**src/rtl/freq_div_pkg.sv**
```systemverilog
// Shared constants and helpers for the multi-channel clock divider.
// Pure definitions: no logic, no latency, no backpressure.
package freq_div_pkg;

    localparam int CNT_W_DEF    = 27;
    localparam int DEF_HALF_DEF = 50_000_000;
    localparam int HALF_STOP    = 0;

    // Channel-index width; a single channel still needs a 1-bit select port.
    function automatic int ch_width(input int num_ch);
        return (num_ch > 1) ? $clog2(num_ch) : 1;
    endfunction

endpackage

```
**src/rtl/freq_div_channel.sv**
```systemverilog
// One divider channel: counter, shadow/active half-period, 50% clk_out and tick.
// Registered outputs, tick coincides with the clk_out toggle; no backpressure.
module freq_div_channel
    import freq_div_pkg::*;
#(
    parameter int CNT_W    = CNT_W_DEF,
    parameter int DEF_HALF = DEF_HALF_DEF
) (
    input  logic             clk,
    input  logic             rst,
    input  logic             en,
    input  logic             we,
    input  logic [CNT_W-1:0] half,
    output logic             clk_out,
    output logic             tick
);

    logic [CNT_W-1:0] cnt;
    logic [CNT_W-1:0] active_half;
    logic [CNT_W-1:0] shadow_half;
    logic             pend;
    logic             stopped;
    logic             term;

    assign stopped = (active_half == CNT_W'(HALF_STOP));
    // Only meaningful while running, so active_half-1 never wraps where it matters.
    assign term    = (cnt == active_half - CNT_W'(1));

    always_ff @(posedge clk) begin
        if (rst) begin
            cnt         <= '0;
            clk_out     <= 1'b0;
            tick        <= 1'b0;
            active_half <= CNT_W'(DEF_HALF);
            shadow_half <= CNT_W'(DEF_HALF);
            pend        <= 1'b0;
        end else begin
            tick <= 1'b0;
            if (stopped) begin
                cnt <= '0;
                if (we) begin
                    shadow_half <= half;
                    if (half != CNT_W'(HALF_STOP)) begin
                        active_half <= half;
                    end
                end
            end else if (en && term) begin
                // Period boundary: the only point where the half-period may change.
                cnt     <= '0;
                clk_out <= ~clk_out;
                tick    <= 1'b1;
                pend    <= 1'b0;
                if (we) begin
                    active_half <= half;
                    shadow_half <= half;
                end else if (pend) begin
                    active_half <= shadow_half;
                end
            end else begin
                if (en) begin
                    cnt <= cnt + CNT_W'(1);
                end
                if (we) begin
                    shadow_half <= half;
                    pend        <= 1'b1;
                end
            end
        end
    end

endmodule

```
**src/rtl/freq_div_multi.sv**
```systemverilog
// NUM_CH reprogrammable 50% dividers with tick strobes, plus a free-running scan counter.
// Outputs registered (1-cycle); config writes always accepted, out-of-range channel ignored.
module freq_div_multi
    import freq_div_pkg::*;
#(
    parameter int NUM_CH   = 4,
    parameter int CNT_W    = CNT_W_DEF,
    parameter int DEF_HALF = DEF_HALF_DEF,
    parameter int SCAN_LSB = 15,
    parameter int SCAN_W   = 2,
    localparam int CH_W    = ch_width(NUM_CH)
) (
    input  logic              clk,
    input  logic              rst,
    input  logic              en,
    input  logic              cfg_we,
    input  logic [CH_W-1:0]   cfg_ch,
    input  logic [CNT_W-1:0]  cfg_half,
    output logic [NUM_CH-1:0] clk_out,
    output logic [NUM_CH-1:0] tick,
    output logic [SCAN_W-1:0] scan_ctl
);

    localparam int SCAN_TOP = SCAN_LSB + SCAN_W;

    logic [SCAN_TOP-1:0] scan_cnt;

    // Scan counter deliberately ignores en so the display keeps refreshing.
    always_ff @(posedge clk) begin
        if (rst) begin
            scan_cnt <= '0;
        end else begin
            scan_cnt <= scan_cnt + SCAN_TOP'(1);
        end
    end

    assign scan_ctl = scan_cnt[SCAN_TOP-1:SCAN_LSB];

    for (genvar i = 0; i < NUM_CH; i++) begin : g_ch
        logic ch_we;

        // Equality against i < NUM_CH also rejects out-of-range indices.
        assign ch_we = cfg_we && (32'(cfg_ch) == i);

        freq_div_channel #(
            .CNT_W    (CNT_W),
            .DEF_HALF (DEF_HALF)
        ) u_ch (
            .clk     (clk),
            .rst     (rst),
            .en      (en),
            .we      (ch_we),
            .half    (cfg_half),
            .clk_out (clk_out[i]),
            .tick    (tick[i])
        );
    end

endmodule

```
**config.mk**
```make
export PLATFORM = sky130hd
export DESIGN_NAME = freq_div_multi
export DESIGN_NICKNAME = d
export VERILOG_FILES = /design/src/rtl/freq_div_pkg.sv /design/src/rtl/freq_div_channel.sv /design/src/rtl/freq_div_multi.sv
export SDC_FILE = /design/constraint.sdc
export NUM_CORES = 1
export LEC_CHECK = 0
export CAP_MARGIN = 10
export CORE_UTILIZATION = 30
export CTS_CLUSTER_SIZE = 28
export DETAILED_ROUTE_END_ITERATION = 10
export PLACE_DENSITY = 0.47
export SYNTH_ARGS = -nofsm -noshare
export SYNTH_HDL_FRONTEND = slang
export SYNTH_SLANG_ARGS = --single-unit
```
**constraint.sdc**
```tcl
create_clock -name clk -period 6.84 [get_ports clk]
set_input_delay 2.052 -clock clk [delete_from_list [all_inputs] [get_ports clk]]
set_output_delay 2.052 -clock clk [all_outputs]
set_load 0.01 [all_outputs]
```
=== Yosys cells after proc, flatten, opt, wreduce, memory -nomap -nowiden ===
Index checks and enable logic that the tools add are counted.

* Register bits: 353
* Output and inout bits: 10

* $add $sub $neg: 9
* Equal/unequal tests: 19
* Multiplexer cells: 33
* Bitwise logic cells: 8
* Reductions and logical operators: 42

{| class="wikitable"
|+ Operator list
! cell !! number
|-
| $mux W27 || 21
|-
| $add A27 B1 Y27 const B || 4
|-
| $eq A27 B27 Y1 || 4
|-
| $logic_not A27 Y1 || 4
|-
| $sub A27 B1 Y27 const B || 4
|-
| $reduce_bool A27 Y1 || 1
|-
| $add A17 B1 Y17 const B || 1
|-
| $ne A2 B2 Y1 const B || 8
|-
| $reduce_and A2 Y1 || 8
|-
| $reduce_and A4 Y1 || 4
|-
| $reduce_bool A2 Y1 || 8
|-
| $mux W1 || 12
|-
| $ne A3 B2 Y1 const B || 4
|-
| $reduce_or A3 Y1 || 4
|-
| $logic_and A1 B1 Y1 || 8
|-
| $not A1 Y1 || 8
|-
| $reduce_or A2 Y1 || 4
|-
| $eq A2 B2 Y1 const B || 2
|-
| $eq A2 B1 Y1 const B || 1
|-
| $logic_not A2 Y1 || 1
|}

=== Longest topological paths before layout ===
* Word-level depth: 5
* Mapped depth: 15
* Mapped depth without buffers: 11

=== Hierarchy ===
From an unflattened synthesis, not the netlist that was laid out.

* Cell total of the unflattened synthesis: 2274
* Area, all modules: 19563.8 µm²

{| class="wikitable"
|+ By module, submodules not included
! module !! times used !! cells each !! area each (µm²) !! sequential area each (µm²)
|-
| freq_div_channel (g_ch[0].u_ch ...) || 3 || 543 || 4662.0 || 1681.6
|-
| freq_div_channel (g_ch[3].u_ch) || 1 || 556 || 4755.8 || 1681.6
|-
| freq_div_multi || 1 || 89 || 822.0 || 340.3
|}

=== Least setup slack after synthesis ===
OpenSTA, ideal clock, no wires.

* Kind: input to register
* From: input port en
* To: register g_ch[3].u_ch.active_half[10]
* Library setup time: 0.121 ns
* Arrival time: 4.435 ns
* Slack: 2.284 ns
* Stages: 11
* Cells stage by stage: clkbuf_1 > nand3_1 > a2111oi_0 > nand4_1 > nor3_1 > nand4_1 > a2111oi_0 > a31o_2 > buf_2 > buf_2 > mux2_2

* Word-level cells in the longest chain between the ends: 3
* Elaborated cells between the ends (all ways): 4
* Classes of those cells: eq/ne: 1; reduce/logical: 3

{| class="wikitable"
|+ RTL lines
! element !! RTL line !! source
|-
| start, declared || freq_div_multi.sv:15 || <nowiki>input logic en,</nowiki>
|-
| $logic_and A1 B1 Y1 (*) || freq_div_channel.sv:47 || <nowiki>end else if (en && term) begin</nowiki>
|-
| $ne A3 B2 Y1 (no source line) / $reduce_bool A2 Y1 (equally long branches) || - ||
|-
| $reduce_and A4 Y1 (no source line) (*) || - ||
|-
| end signal, assigned || freq_div_channel.sv:44 || <nowiki>active_half <= half;</nowiki>
|-
| end signal, assigned || freq_div_channel.sv:54 || <nowiki>active_half <= half;</nowiki>
|-
| end signal, assigned || freq_div_channel.sv:57 || <nowiki>active_half <= shadow_half;</nowiki>
|-
| end, declared || freq_div_channel.sv:19 || <nowiki>logic [CNT_W-1:0] active_half;</nowiki>
|}

Mark *: on every way between the ends. The rest lies on a longest branch, timed or not.
A chain may end at the register's enable or synchronous reset.

=== Worst setup path in the final report ===
* From: input port cfg_half[5]
* To: register g_ch[0].u_ch.active_half[2]

* Word-level cells in the longest chain between the ends: 3

{| class="wikitable"
|+ RTL lines
! element !! RTL line !! source
|-
| start, declared || freq_div_multi.sv:18 || <nowiki>input logic [CNT_W-1:0] cfg_half,</nowiki>
|-
| $reduce_bool A27 Y1 || freq_div_channel.sv:43 || <nowiki>if (half != CNT_W'(HALF_STOP)) begin</nowiki>
|-
| $ne A2 B2 Y1 (no source line) || - ||
|-
| $reduce_and A4 Y1 (no source line) || - ||
|-
| end signal, assigned || freq_div_channel.sv:44 ||
|-
| end signal, assigned || freq_div_channel.sv:54 ||
|-
| end signal, assigned || freq_div_channel.sv:57 ||
|-
| end, declared || freq_div_channel.sv:19 ||
|}

Every way passes these cells.

==> metrics.cfg <==
[route]
first_pass_iters=5
wirelength_mm=55.2
vias=16200
drt_iter0_drc=816
routedWlPerCell_microns=17.0
vias_per_cell=4.97
route.detailed.drc=0
drtAntennaViolNets=0

[sta]
finalHoldViolCount=0
setup_viol_count_final=0
fin_crit_sh_pct=73.7
drv_slew=0
setup_tns_ns=0
maxSlewHeadroom_pct=23.1
fmax_mhz=198
min_period_ns=5.04
worst_pin_slew_ns=1.15
whs_ns=0.446
skew_ns=0.0156
rsz0062_at_grt=false

[clocking]
htreeDepth=2
postCtsSetupRepairBufs=0
cts.sinks=353
cts-resized-gates=0
root_buffer=clkbuf_16
cts-buffers-inserted=43
ctsHoldBuffers=0
worstSkewPairLatency_ns=0.57
clockBufferDepth=3
cts_tree=built
clkTransAtPathRegs_ns=0.06

[placed_design]
io_buffers=42
dp_hpwl_mm=39.3
place_area_sq_um=20600
place.gp.congestion=0.823

[finish]
fin_nets=2404
postLayoutCellArea_sq_um=22100
final_util_pct=34.3
layout_commonest_cell=dfxtp_1
final_cell_mix=353 x dfxtp_1, 343 x nor2_1, 314 x nand2_1
drive_gt1_share_pct=9.66
area_growth_pct=13.0

[die]
floorplan.io_pins=43
start_util_pct=30.4
core-area_sq_um=64500
num_rows=93
die_y_microns=258
dieArea_sq_um=66300
die_w_microns=258

[power]
p_per_area_nw_per_um2=213
p_total_mw=4.71
p_leak_nw=7.88
peakVddDrop_uv=138

[setup_path]
slowest_delay_ns=0.67
critPathArrivalTime_ns=5.49
rrSetupSlack_ns=2.16
worst_ep_required_time_ns=7.29
critPathBufInv=2
start_kind=input pin
cp_slowest_cell=nand4b_1
path_cells=clkdlybuf4s50_1 -> nor4_1 -> nand4_1 -> nand4b_1 -> a32oi_1 -> nand2_1 -> buf_4 -> mux2_2
endpoint_kind=flip-flop
crit_family=simple AND/OR/NAND/NOR gates
path_class=input pin to flip-flop
cp_max_fo=15

[logic_synthesis]
yosys_warnings=0
yosysSeqAreaShare_pct=36.1
netlist_instances=2400
synth.net_count=2446
yosysUniqueCellTypes=83
synth_area_per_cell_sq_um=8.16
synth_seq_cells=353
synth_edf_count=0
synthArstFlopShare_pct=0
syn_area_sq_um=19600
synth_flop_cell=dfxtp_1

[worst_hold_path]
hp-class=flip-flop to flip-flop

[global_route]
grt_usage_pct=16.4
grt_pass1_vias=15800
grt_overflow=0
antenna_found_initial=2
grt_max_degree=77
grt_pass1_wl_mm=88.1

[job]
maxCapViolations=0

[status]
status=completed

## synth_stat cells (all sizes together), types with 6 or more instances
library cell	number	area, sq um
dfxtp	353	7070
nor2	346	1300
nand2	314	1180
xor2	140	1230
clkbuf	124	470
xnor2	120	1050
mux2i	116	1160
mux2	82	923
a21oi	72	360
nand3	70	355
nand3b	59	443
nor3	59	295
nor4	55	350
nor2b	52	325
buf	47	302
inv	47	176
nand4	43	269
o21ai	32	160
and3	28	175
a211oi	19	148
o41ai	19	166
or4	19	146
nand2b	17	106
or2	14	87.6
or3	14	87.6
ha	13	163
and4	11	96.3
o211ai	10	75.1
a31oi	9	56.3
nor3b	8	60.1
nand4b	7	61.3
and2	6	37.5
o31ai	6	45.0
## layer usage
| layer | vias to the layer above | wire length, microns | GRT usage [%] |
|---|---|---|---|
| li1 | 8141 | - | - |
| met1 | 7699 | 26800 | 22.2 |
| met2 | 251 | 25100 | 26.8 |
| met3 | 69 | 2080 | 2.42 |
| met4 | 0 | 1240 | 5.03 |
| met5 | - | 0 | 0 |
## state kept, by name (all words and copies together) (netlist names)
| register | flops |
|---|---|
| scan_cnt | 17 |
| g_ch.u_ch.clk_out | 4 |
| g_ch.u_ch.active_half | 108 |
| g_ch.u_ch.tick | 4 |
| g_ch.u_ch.pend | 4 |
| g_ch.u_ch.cnt | 108 |
| g_ch.u_ch.shadow_half | 108 |
## area by class of cell
class,count,area (sq um)
Fill cell,6767,42300
Sequential cell,353,7070
Timing Repair Buffer,84,756
Clock inverter,13,100
Inverter,47,176
Multi-Input combinational cell,1829,11600
Tap cell,855,1070
Clock buffer,66,1360
Antenna cell,2,5.00
## report_power, final
part	leakage (nW)	total (mW)	switching, mW	internal [mW]
registers	2.86	2.11	0.0217	2.09
clock network	0.715	2.33	0.927	1.40
logic	4.31	0.269	0.168	0.101
total	7.88	4.71	1.12	3.59
## worst paths after layout
path,start,end,cells after the start
hold / removal,scan_cnt[0],scan_cnt[0],1
setup reg to reg,g_ch[0].u_ch.active_half[0],g_ch[0].u_ch.active_half[2],12
hold reg to reg,scan_cnt[0],scan_cnt[0],1
setup / recovery,cfg_half[5],g_ch[0].u_ch.active_half[2],8
## per-stage QoR
| step | setup WS [ns] | cells |
|---|---|---|
| final | 1.80 | 3249 |
| after global routing | 1.55 | 3248 |
| after CTS | 1.76 | 3245 |
| after detailed placement | 1.14 | 3166 |
| after global placement | 1.22 | 3166 |
| after floorplan | 2.28 | 2400 |
## logic make-up (layout without fill, tap and decap cells)
logic type	after synthesis	in the layout	synth area share, %
other	0	2	0
buffers and inverters	218	210	4.84
xor gates and xnor gates	261	261	11.7
adders and majority gates	13	13	0.830
AOI/OAI and AO/OA	220	220	7.70
muxes	198	198	10.6
and+or+nand+nor	1137	1137	28.2
DFF	353	353	36.1
## worst register-to-register path, stage by stage (launching register included)
cell and delay [ns]:
dfxtp_1 0.39, inv_1 0.14, ha_1 0.27, or4b_2 0.74
or4b_2 0.69, a21oi_1 0.15, a311o_1 0.18, nand3_1 0.09
nor4_1 0.49, nand4b_1 0.16, nand2_1 0.54, buf_4 0.36
mux2_2 0.37
No activity file was read; power rests on OpenSTA's default activity.
